`src/rtl/vram_arb_pkg.sv`:
```
// vram_arb_pkg: shared types and slot helpers for the VRAM time-slot arbiter. Rev 1.0
`default_nettype none

package vram_arb_pkg;

  typedef enum logic [1:0] {
    IDLE  = 2'd0,
    ISSUE = 2'd1,
    ACK   = 2'd2
  } cpu_state_t;

  localparam int PIX_DIV_DEF = 4;
  localparam int SLOT_W      = $clog2(PIX_DIV_DEF);

  function automatic logic is_video_slot(input int slot, input int pix_div);
    return slot == pix_div - 1;
  endfunction

  function automatic logic is_cpu_slot(input int slot, input int pix_div);
    return slot < pix_div - 1;
  endfunction

endpackage

`default_nettype wire

```
`src/rtl/vram_slot_timer.sv`:
```
// vram_slot_timer: pixel-period slot counter with ce_pix realignment and sticky sync error. Rev 1.0
`default_nettype none

module vram_slot_timer
  import vram_arb_pkg::*;
#(
  parameter int PIX_DIV   = PIX_DIV_DEF,
  parameter int SLOT_BITS = $clog2(PIX_DIV)
) (
  input  logic                 clk_sys,
  input  logic                 reset,
  input  logic                 ce_pix,
  output logic [SLOT_BITS-1:0] slot,
  output logic                 video_slot,
  output logic                 sync_err
);

  logic [SLOT_BITS-1:0] slot_cnt;
  logic                 locked;

  // A strobe always defines slot 0, even when it arrives out of phase.
  assign slot       = ce_pix ? '0 : slot_cnt;
  assign video_slot = is_video_slot(int'(slot), PIX_DIV);

  always_ff @(posedge clk_sys) begin
    if (reset) begin
      slot_cnt <= '0;
      locked   <= 1'b0;
      sync_err <= 1'b0;
    end else begin
      slot_cnt <= slot + SLOT_BITS'(1);
      if (ce_pix) begin
        locked <= 1'b1;
        if (locked && slot_cnt != '0)
          sync_err <= 1'b1;
      end
    end
  end

endmodule

`default_nettype wire

```
`src/rtl/vram_arbiter.sv`:
```
// vram_arbiter: video/CPU time-slot arbiter for the shared single-port RAM. Rev 1.0
// Optional VRAM_ARB_BLANK_EN: during vid_blank the video slot is also given to the CPU.
`default_nettype none

module vram_arbiter
  import vram_arb_pkg::*;
#(
  parameter int ADDR_W  = 17,
  parameter int DATA_W  = 8,
  parameter int PIX_DIV = PIX_DIV_DEF
) (
  input  logic              clk_sys,
  input  logic              reset,
  input  logic              ce_pix,
  input  logic              vid_blank,
  input  logic [ADDR_W-1:0] vid_addr,
  output logic [DATA_W-1:0] vid_din,
  input  logic              cpu_req,
  input  logic              cpu_we,
  input  logic [ADDR_W-1:0] cpu_addr,
  input  logic [DATA_W-1:0] cpu_wdata,
  output logic              cpu_ack,
  output logic [DATA_W-1:0] cpu_rdata,
  output logic [ADDR_W-1:0] ram_addr,
  output logic              ram_we,
  output logic [DATA_W-1:0] ram_wdata,
  input  logic [DATA_W-1:0] ram_q,
  output logic              sync_err
);

  localparam int SLOT_BITS = $clog2(PIX_DIV);

  logic [SLOT_BITS-1:0] slot;
  logic                 video_slot;
  logic                 video_fetch;
  logic                 cpu_slot_ok;
  logic                 cpu_issue;
  logic                 vid_fetch_q;
  logic                 rd_pending;
  cpu_state_t           state;
  cpu_state_t           state_next;
  logic [ADDR_W-1:0]    addr_q;
  logic [DATA_W-1:0]    wdata_q;
  logic [DATA_W-1:0]    vid_hold;
  logic [DATA_W-1:0]    rdata_hold;

  vram_slot_timer #(
    .PIX_DIV   (PIX_DIV),
    .SLOT_BITS (SLOT_BITS)
  ) u_slot_timer (
    .clk_sys    (clk_sys),
    .reset      (reset),
    .ce_pix     (ce_pix),
    .slot       (slot),
    .video_slot (video_slot),
    .sync_err   (sync_err)
  );

`ifdef VRAM_ARB_BLANK_EN
  assign video_fetch = video_slot && !vid_blank;
  assign cpu_slot_ok = is_cpu_slot(int'(slot), PIX_DIV) || vid_blank;
`else
  logic unused_blank;
  assign unused_blank = vid_blank;
  assign video_fetch  = video_slot;
  assign cpu_slot_ok  = is_cpu_slot(int'(slot), PIX_DIV);
`endif

  always_comb begin
    state_next = state;
    cpu_issue  = 1'b0;
    case (state)
      IDLE: begin
        if (cpu_req && cpu_slot_ok) begin
          state_next = ISSUE;
          cpu_issue  = 1'b1;
        end
      end
      ISSUE:   state_next = ACK;
      ACK:     state_next = IDLE;
      default: state_next = IDLE;
    endcase
  end

  // RAM port: the bus is driven only in an issue or fetch cycle; otherwise the address holds.
  always_comb begin
    ram_addr  = addr_q;
    ram_we    = 1'b0;
    ram_wdata = wdata_q;
    if (!reset) begin
      if (cpu_issue) begin
        ram_addr  = cpu_addr;
        ram_we    = cpu_we;
        ram_wdata = cpu_wdata;
      end else if (video_fetch) begin
        ram_addr = vid_addr;
      end
    end
  end

  assign cpu_ack   = (state == ISSUE) && !reset;
  assign cpu_rdata = (cpu_ack && rd_pending) ? ram_q : rdata_hold;
  assign vid_din   = vid_fetch_q ? ram_q : vid_hold;

  always_ff @(posedge clk_sys) begin
    if (reset) begin
      state       <= IDLE;
      addr_q      <= '0;
      wdata_q     <= '0;
      vid_hold    <= '0;
      rdata_hold  <= '0;
      vid_fetch_q <= 1'b0;
      rd_pending  <= 1'b0;
    end else begin
      state       <= state_next;
      addr_q      <= ram_addr;
      wdata_q     <= ram_wdata;
      vid_fetch_q <= video_fetch;
      if (vid_fetch_q)
        vid_hold <= ram_q;
      if (cpu_issue)
        rd_pending <= !cpu_we;
      if (cpu_ack && rd_pending)
        rdata_hold <= ram_q;
    end
  end

endmodule

`default_nettype wire
```
`config.mk`:
```
export PLATFORM = sky130hd
export DESIGN_NAME = vram_arbiter
export DESIGN_NICKNAME = d
export VERILOG_FILES = /design/src/rtl/vram_arb_pkg.sv /design/src/rtl/vram_slot_timer.sv /design/src/rtl/vram_arbiter.sv
export SDC_FILE = /design/constraint.sdc
export NUM_CORES = 1
export LEC_CHECK = 0
export BUFFER_PORTS_ARGS = -buffer_cell sky130_fd_sc_hd__buf_2
export CAP_MARGIN = 10
export CORE_MARGIN = 5
export CORE_UTILIZATION = 35
export DETAILED_ROUTE_END_ITERATION = 12
export PLACE_DENSITY = 0.67
export SETUP_SLACK_MARGIN = 0.05
export SLEW_MARGIN = 0
export SYNTH_ARGS = -nofsm -noshare
export SYNTH_HDL_FRONTEND = slang
export SYNTH_SLANG_ARGS = --single-unit
```
`constraint.sdc`:
```
create_clock -name clk_sys -period 4.2 [get_ports clk_sys]
set_input_delay 0.21 -clock clk_sys [delete_from_list [all_inputs] [get_ports clk_sys]]
set_output_delay 0.21 -clock clk_sys [all_outputs]
set_load 0.005 [all_outputs]
```
==> results of run 1 <==
[sequential cells by signal, indices dropped and copies added, names as in the netlist]
signal / cells
wdata_q: 8
vid_hold: 8
rdata_hold: 8
addr_q: 17
state: 2
vid_fetch_q: 1
rd_pending: 1
u_slot_timer.locked: 1
u_slot_timer.sync_err: 1
u_slot_timer.slot_cnt: 2
[power by group]
group	leakage, uW	internal [uW]	switching [uW]
combinational	0.000971	97.1	106
sequential	0.000402	490	15.8
clock	0.0000506	125	179
total	0.00142	712	301
[stage by stage]
step / cell area [um2] / hold slack [ps]
after floorplan: 2690 / 306
after global routing: 3320 / 70.7
after detailed placement: 3220 / 402
after global placement: 3220 / 403
final: 3320 / 74.2
after CTS: 3320 / 56.2
[worst reg2reg max path: stages, from the launching register on]
cell and delay (ps):
dfxtp_1 330, nor2b_1 150, ha_1 280, or4b_4 860
nor2_1 300, a211oi_2 60
[logic make-up after synthesis]
group / count (synthesis)
DFF: 49
muxes: 41
buffers and inverters: 31
and+or+nand+nor: 114
AOI/OAI and AO/OA: 47
adders and majority gates: 2
[path summary, 6_finish.rpt]
check | from | endpoint | slack (ps) | depth (start not counted)
max | u_slot_timer.slot_cnt[1] | ram_addr[12] | 1440 | 6
min reg2reg | u_slot_timer.sync_err | u_slot_timer.sync_err | 460 | 2
min | cpu_we | rd_pending | 70 | 2
max reg2reg | u_slot_timer.slot_cnt[1] | addr_q[10] | 2090 | 5
[layout make-up]
| type | count | area (um2) |
|---|---|---|
| clock buffers | 5 | 68.8 |
| clock inverters | 3 | 28.8 |
| fillers | 784 | 4290 |
| inverters | 3 | 11.3 |
| multi-input cells | 204 | 1570 |
| flip-flops and latches | 49 | 981 |
| well taps | 102 | 128 |
| repair buffers | 103 | 528 |
[synthesized netlist by cell type]
master and number:
nor3b_1 2, nand2_1 17, dfxtp_1 49, mux2_2 24
o211ai_1 1, nor2_1 22, nor4bb_1 1, or4b_1 1
a211oi_1 1, and3_1 1, inv_1 3, a211oi_2 17
a21oi_1 10, ha_1 2, o22a_1 2, nor4b_1 1
nor2b_1 20, buf_1 1, buf_2 6, clkbuf_1 17
nor4b_2 1, nand3b_1 32, nand3_1 16, mux2i_1 17
buf_6 4, a32oi_1 16
[per-layer routing]
metal | global-route usage (%) | wire, um
met2 | 23.1 | 3010
met5 | 0 | 0
met4 | 3.19 | 51
met3 | 4.88 | 527
met1 | 15.8 | 2850
==> metrics.yaml, run 1 <==
status:
  status: "finished clean"
grt:
  grt_pass1_vias: 2381
  grt_usage_pct: 13.4
  antenna_found_initial: 0
  grt_pass1_wl_um: 10900
  overflow: 0
  grt_max_degree: 77
yosys:
  yosys_warnings: 0
  ys_types: 26
  synthAdderAreaFrac_pct: 0.929
  yosysSeqAreaShare_pct: 36.4
  synth_compound_area_share_pct: 16.2
  synth-seq-cells: 49
  synth_top_family_by_area: "simple AND/OR/NAND/NOR gates"
  synth_top_area_share_pct: 36.4
  syn_area_per_cell_um2: 9.48
  yosysTopAreaCell: "dfxtp_1"
  synth-simple-area-share_pct: 24.4
  synth.area.top_cells: "dfxtp_1, mux2_2, nand3b_1"
  yosys.area_share.xor_xnor_pct: 0
  synthesis.nets: 342
  synthMuxAreaShare_pct: 16.4
  syn_area_mm2: 0.00269
  postSynthCellCount: 284
clock_tree:
  clk_path_buf_depth: 2
  cts_setup_buffers: 0
  postCtsHoldBufs: 0
  clkTransAtPathRegs_ps: 100
  cts_tree: "done"
  post_cts_resize_count: 0
  cts_max_level: 2
  clock-root-buffer: "clkbuf_8"
  cts.sinks: 49
  clock_latency_ps: 310
  cts_made_buffers: 5
die:
  placementRows: 32
  dieArea_mm2: 0.00955
  ioPinCount: 100
  chipWidth_um: 97.7
  start_util_pct: 35.4
  die_h_um: 97.7
  coreArea_mm2: 0.00761
cells_and_area:
  layout_common_cells: "buf_2, dfxtp_1, nand3b_1, mux2_2, nor2_1"
  post-route-util_pct: 43.6
  final_cell_count_no_fill: 469
  nets: 424
  drive_gt1_share_pct: 42.0
  mostFrequentLayoutCell: "buf_2"
  area_delta_synth_final_pct: 23.1
  diodes: 0
drt:
  vias: 2377
  avgViaCountPerCell: 5.07
  firstDrtPassIters: 4
  wl_per_cell_um: 13.7
  ant_nets: 0
  drc: 0
  drt_iter0_drc: 48
  drt_wl_total_um: 6440
timing:
  slew_headroom_pct: 44.2
  setup_slack_ps: 1440
  final.min_clock_period_ps: 2760
  hold_viol: 0
  timing.fmax_mhz: 363
  rsz0062_at_grt: "false"
  fin_tns_setup_ps: 0
  setup_viol: 0
  worst_pin_slew_ps: 838
  fin_crit_sh_pct: 65.6
  maxSlewViolCount: 0
  skew_ps: 5.93
worst_setup_path:
  crit_required_ps: 3990
  critical-path-top-delay-family: "simple AND/OR/NAND/NOR gates"
  worstPathBufferInverterCount: 1
  path_cells: "nor2b_1, ha_1, or4b_4, a32oi_1, nand3_1, buf_2"
  critPathMaxStageDelay_ps: 860
  critical_path_class: "reg2out"
  slowest_stage: "or4b_4"
  cp_data_arrival_time_ps: 2550
  cp-start-kind: "register"
  cp-end-kind: "primary output"
  cp_max_fo: 76
place:
  numPortBuffers: 98
  hpwl_um: 4470
  pre_cts_slack_ps: 1770
  gp_congestion: 0.699
  dp_cells: 461
pwr:
  peakVddDrop_v: 0.000139
  total_power_uw: 1010
  p_leak_uw: 0.00142
  power_density_mw_per_mm2: 305
flow_run:
  max_cap_violations: 0
min_path:
  hp-class: "in2reg"
Note: power is estimated with default switching activity, not from simulation.
==> run 2, diff against run 1 <==
Clock period 4.2 ns to 2.6 ns, I/O delays scaled along.
==> run 2 against run 1 <==
Wire length grew 4.8%; flip-flop and latch count is the same; first-iteration DRC count grew 38%; clock-buffer cell count grew 1; critical path type unchanged; sequential power grew 61%; via count grew 1.9%; largest cell class unchanged; clock power grew 83%; worst setup slack lost 1300 ps; final cell count grew 2.6%; non-clock buffer count grew 12.
==> metrics.yaml, run 2 (synthesized netlist as in run 1, its figures left out) <==
drt:
  vias: 2422  # was 2377
  avgViaCountPerCell: 5.04  # was 5.07
  drt_iter0_drc: 66  # was 48
  wl_per_cell_um: 14.0  # was 13.7 um
  firstDrtPassIters: 4  # unchanged
  drc: 0  # unchanged
  drt_wl_total_um: 6750  # was 6440 um
  ant_nets: 0  # unchanged
worst_setup_path:
  cp-start-kind: "register"  # unchanged
  crit_required_ps: 2470  # was 3990 ps
  critical_path_class: "reg2out"  # unchanged
  cp_max_fo: 8  # was 76
  cp-end-kind: "primary output"  # unchanged
  cp_data_arrival_time_ps: 2310  # was 2550 ps
timing:
  slew_headroom_pct: 66.1  # was 44.2%
  worst_pin_slew_ps: 509  # was 838 ps
  skew_ps: 6.54  # was 5.93 ps
  maxSlewViolCount: 0  # unchanged
  setup_viol: 0  # unchanged
  rsz0062_at_grt: "false"  # unchanged
  final.min_clock_period_ps: 2440
  timing.fmax_mhz: 410
  hold_viol: 0  # unchanged
  fin_crit_sh_pct: 93.9
  setup_slack_ps: 159  # was 1440 ps
  whs_ps: 32.5  # was 74.2 ps
  fin_tns_setup_ps: 0  # unchanged
grt:
  grt_pass1_wl_um: 10800  # was 10900 um
  grt_usage_pct: 13.4  # about the same
  antenna_found_initial: 0  # unchanged
  grt_max_degree: 54  # was 77
  overflow: 0  # unchanged
  grt_pass1_vias: 2387  # was 2381
pwr:
  seqPwrFrac_pct: 47.0  # was 49.9%
  power_frac_comb_pct: 21.1  # was 20.0%
  internal_power_uw: 1270  # was 712 uW
  peakVddDrop_v: 0.000260  # was 0.000139 V
  clkPwrFrac_pct: 31.9  # was 30.1%
  p_leak_uw: 0.00150  # was 0.00142 uW
  p_sw_uw: 472  # was 301 uW
  power_density_mw_per_mm2: 502  # was 305 mW/mm2
  p_sw_share_pct: 27.2  # was 29.7%
die:
  coreArea_mm2: 0.00761  # unchanged
  ioPinCount: 100  # unchanged
  placementRows: 32  # unchanged
  start_util_pct: 35.4  # unchanged
  die_h_um: 97.7  # unchanged
  chipWidth_um: 97.7  # unchanged
  dieArea_mm2: 0.00955  # unchanged
cells_and_area:
  mostFrequentLayoutCell: "buf_2"  # unchanged
  largest_reg_flops: 17  # unchanged
  area_delta_synth_final_pct: 28.5  # was 23.1%
  nets: 436  # was 424
  postLayoutCellArea_mm2: 0.00346  # was 0.00332 mm2
  drive_gt1_share_pct: 43.8  # was 42.0%
  layout_common_cells: "buf_2, dfxtp_1, nand3b_1, mux2_2, nor2_1"  # unchanged
  post-route-util_pct: 45.5  # was 43.6%
  regMostFlops: "addr_q"  # unchanged
  diodes: 0  # unchanged
clock_tree:
  cts_tree: "done"  # unchanged
  cts_max_level: 2  # unchanged
  cts.sinks: 49  # unchanged
  cts_made_buffers: 5  # unchanged
  clkTransAtPathRegs_ps: 90  # was 100 ps
  clock_latency_ps: 300  # was 310 ps
  clock-root-buffer: "clkbuf_8"  # unchanged
  clk_path_buf_depth: 2  # unchanged
place:
  pre_cts_slack_ps: 414  # was 1770 ps
  placed_cell_area_mm2: 0.00327  # was 0.00322 mm2
  numPortBuffers: 98  # unchanged
  gp_congestion: 0.709  # was 0.699
  hpwl_um: 4630  # was 4470 um
status:
  status: "finished clean"  # unchanged
flow_run:
  max_cap_violations: 0  # unchanged
min_path:
  hp-class: "in2reg"  # unchanged
[run 2: critical path: stages, from the launching register on]
cell and delay [ps]:
dfxtp_1 320, nor2b_1 150, ha_2 220, or4b_4 610, buf_4 180, buf_4 120, a32oi_1 180, nand3_1 100
buf_2 130
[run 2: final timing paths]
kind,cells past startpoint,startpoint,to,slack (ps)
min reg2reg,2,u_slot_timer.sync_err,u_slot_timer.sync_err,460
min,2,cpu_we,rd_pending,30
max reg2reg,7,u_slot_timer.slot_cnt[0],addr_q[4],600
max,8,u_slot_timer.slot_cnt[0],ram_addr[0],160
[run 2: stage by stage]
step | cells | total power, uW
3_5_place_dp | 466 | 1180
4_1_cts | 474 | 1750
6_report | 481 | 1740
5_1_grt | 481 | 1840
3_3_place_gp | 466 | 1170
2_1_floorplan | 284 | 1040
[run 2: power groups by stage]
stage               clock, uW  combinational, uW  sequential [uW]
floorplan                   0                214              827
global placement            0                338              831
detailed placement          0                347              834
CTS                       586                348              817
global route              610                404              823
finish                    555                366              817
[run 2: final cells by class]
type | count | area [um2]
Fill cell | 773 | 4150
Tap cell | 102 | 128
Sequential cell | 49 | 981
Clock inverter | 2 | 38.8
Multi-Input combinational cell | 204 | 1570
Timing Repair Buffer | 115 | 656
Clock buffer | 6 | 72.6
Inverter | 3 | 11.3
[run 2: what timing repair did]
action	in CTS	in global routing
setup buffers	0	6
resized for setup	0	2
setup endpoints to repair	0	13
hold buffers	0	0
hold endpoints to repair	0	0
[run 2: layer usage]
metal / share of wire, % / vias to the layer above / GRT usage, %
met2: 47 / 67 / 22.2
met4: 0.28 / 0 / 2.66
met5: 0 / - / 0
li1: - / 1221 / -
met1: 45 / 1132 / 16.8
met3: 7.6 / 2 / 4.67
==> run 3, diff against run 2 <==
Settings changed: CTS_BUF_LIST set to sky130_fd_sc_hd__clkbuf_16.
==> run 3 against run 2 <==
Final cell count stayed put; global-route usage barely moved; via count is essentially flat; clock-buffer cell count fell by 1; total power up 11%; core utilization is 0.74 points higher; maximum frequency rose by 0.97%; first-iteration DRC count increased by 20%; clock power rose by 34%; flip-flop and latch count stayed put; design area increased by 1.6%; largest cell class unchanged; largest power group unchanged; highest routed layer unchanged.
==> metrics.yaml, run 3 (synthesized netlist as in run 1, its figures left out) <==
timing:
  worst_pin_slew_ps: 503  # was 509 ps
  slew_headroom_pct: 66.5  # was 66.1%
  setup_viol: 0  # unchanged
  fin_crit_sh_pct: 93.0  # was 93.9%
  final.min_clock_period_ps: 2420  # was 2440 ps
  rsz0062_at_grt: "false"  # unchanged
  skew_ps: 6.94  # was 6.54 ps
  timing.fmax_mhz: 414  # was 410 MHz
  hold_viol: 0  # unchanged
  maxSlewViolCount: 0  # unchanged
  fin_tns_setup_ps: 0  # unchanged
pwr:
  power_frac_comb_pct: 19.0  # was 21.1%
  internal_power_uw: 1430  # was 1270 uW
  power_density_mw_per_mm2: 548  # was 502 mW/mm2
  peakVddDrop_v: 0.000303  # was 0.000260 V
  seqPwrFrac_pct: 42.4  # was 47.0%
  p_leak_uw: 0.00153  # was 0.00150 uW
  p_sw_uw: 497  # was 472 uW
  p_sw_share_pct: 25.8  # was 27.2%
  clkPwrFrac_pct: 38.5  # was 31.9%
die:
  coreArea_mm2: 0.00761  # unchanged
  ioPinCount: 100  # unchanged
  dieArea_mm2: 0.00955  # unchanged
  chipWidth_um: 97.7  # unchanged
  start_util_pct: 35.4  # unchanged
  die_h_um: 97.7  # unchanged
  placementRows: 32  # unchanged
worst_setup_path:
  cp-end-kind: "primary output"  # unchanged
  critical_path_class: "reg2out"  # unchanged
  reg2regPathDepth: 7  # unchanged
  cp_max_fo: 8  # unchanged
  crit_required_ps: 2470  # about the same
  critPathMaxStageDelay_ps: 610  # about the same
  worstPathBufferInverterCount: 3  # unchanged
  path_cells: "nor2b_1, ha_2, or4b_4, buf_4, buf_4, a32oi_1, nand3_1, buf_2"  # unchanged
  r2r_slack_ps: 600  # about the same
  critical-path-top-delay-family: "simple AND/OR/NAND/NOR gates"  # unchanged
  cp-endpoint: "ram_addr[0]"  # unchanged
  r2r-end: "addr_q[4]"  # unchanged
  critPathMostFrequentCell: "buf_4"  # unchanged
  startpoint: "u_slot_timer.slot_cnt[0]"  # unchanged
  cp_data_arrival_time_ps: 2290  # was 2310 ps
  cp-start-kind: "register"  # unchanged
  r2r_start: "u_slot_timer.slot_cnt[0]"  # unchanged
  slowest_stage: "or4b_4"  # unchanged
  critical_path_depth: 8  # unchanged
place:
  hpwl_um: 4630  # unchanged
  numPortBuffers: 98  # unchanged
  dp_cells: 466  # unchanged
  gp_congestion: 0.709  # unchanged
cells_and_area:
  layout_common_cells: "buf_2, dfxtp_1, nand3b_1, mux2_2, nor2_1"  # unchanged
  largest_reg_flops: 17  # unchanged
  area_delta_synth_final_pct: 30.6  # was 28.5%
  drive_gt1_share_pct: 43.8  # unchanged
  regMostFlops: "addr_q"  # unchanged
  final_cell_count_no_fill: 481  # unchanged
  diodes: 0  # unchanged
  fill_cells: 766  # was 773
  mostFrequentLayoutCell: "buf_2"  # unchanged
  nets: 436  # unchanged
drt:
  firstDrtPassIters: 4  # unchanged
  drt_wl_total_um: 6790  # was 6750 um
  drc: 0  # unchanged
  drt_iter0_drc: 79  # was 66
  wl_per_cell_um: 14.1  # was 14.0 um
  avgViaCountPerCell: 5.04  # about the same
  vias: 2424  # was 2422
  ant_nets: 0  # unchanged
clock_tree:
  cts.sinks: 49  # unchanged
  cts_tree: "done"  # unchanged
  postCtsHoldBufs: 0  # unchanged
  cts_made_buffers: 5  # unchanged
  clkTransAtPathRegs_ps: 70  # was 90 ps
  clk_path_buf_depth: 2  # unchanged
  cts_max_level: 2  # unchanged
  clock_latency_ps: 290  # was 300 ps
  clock-root-buffer: "clkbuf_16"  # was clkbuf_8
grt:
  grt_usage_pct: 13.4  # about the same
  use_met2_pct: 22.1  # was 22.2%
  use_met3_pct: 4.67  # unchanged
  grt_pass1_wl_um: 10800  # about the same
  grt_pass1_vias: 2376  # was 2387
  overflow: 0  # unchanged
  top_usage_layer: "met2"  # unchanged
  grt_use_met1_pct: 17.1  # was 16.8%
  grt_max_degree: 54  # unchanged
  antenna_found_initial: 0  # unchanged
flow_run:
  max_cap_violations: 0  # unchanged
min_path:
  min-delay-start: "cpu_we"  # unchanged
  hp-class: "in2reg"  # unchanged
status:
  status: "finished clean"  # unchanged
==> run 3: cell types whose count changed in the layout (fill, tap and decap cells not counted) <==
cell / before / now
clkbuf_8: 5 / 0
clkbuf_16: 1 / 6
clkbuf_1: 1 / 0
inv_1: 3 / 4
==> run 3: worst min path at each step <==
| stage | endpoint | slack, ps | cells past startpoint |
|---|---|---|---|
| 2_1_floorplan | rd_pending | 230 | 1 |
| 3_3_place_gp | rd_pending | 340 | 2 |
| 3_5_place_dp | rd_pending | 350 | 2 |
| 4_1_cts | rd_pending | 40 | 2 |
| 5_1_grt | rd_pending | 50 | 2 |
| 6_report | rd_pending | 50 | 2 |
==> run 3: repair_timing <==
item,in CTS,in global routing
setup buffers,0,6
setup endpoints to repair,0,13
gates resized for setup,0,2
==> run 3: layout make-up <==
type	instances	area [um2]	share of cell area [%]
timing repair buffer	115	656	18.6
clock buffer	5	125	3.56
sequential	49	981	27.9
clock inverter	3	42.5	1.21
multi-input combinational	204	1570	44.7
tap	102	128	3.63
inverter	3	11.3	0.320
==> run 3: power by group through the flow <==
stage | clock, uW | combinational, uW | sequential (uW)
floorplan | 0 | 214 | 827
global placement | 0 | 338 | 831
detailed placement | 0 | 347 | 834
CTS | 769 | 348 | 816
global route | 803 | 404 | 823
finish | 742 | 366 | 817
==> run 3: routing by layer <==
layer / up-vias / share of wire, %
li1: 1222 / -
met1: 1125 / 45
met5: - / 0
met3: 2 / 8.1
met2: 75 / 46
met4: 0 / 0.28
==> run 3: worst register-to-register path, stage by stage, from the launching register on <==
cell and delay (ps):
dfxtp_1 310, nor2b_1 150, ha_2 220, or4b_4 620
buf_4 190, clkbuf_16 190, nor2_1 140, a211oi_2 60
==> run 3: stage by stage <==
stage	total power [uW]	util [%]	area (um2)	setup slack (ps)	hold WS [ps]
floorplan	1040	-	2690	741	226
global placement	1170	43.0	3270	427	341
detailed placement	1180	43.0	3270	414	347
CTS	1930	45.2	3440	87.1	38.1
global route	2030	46.2	3520	78.5	49.8
finish	1930	46.2	3520	183	48.8
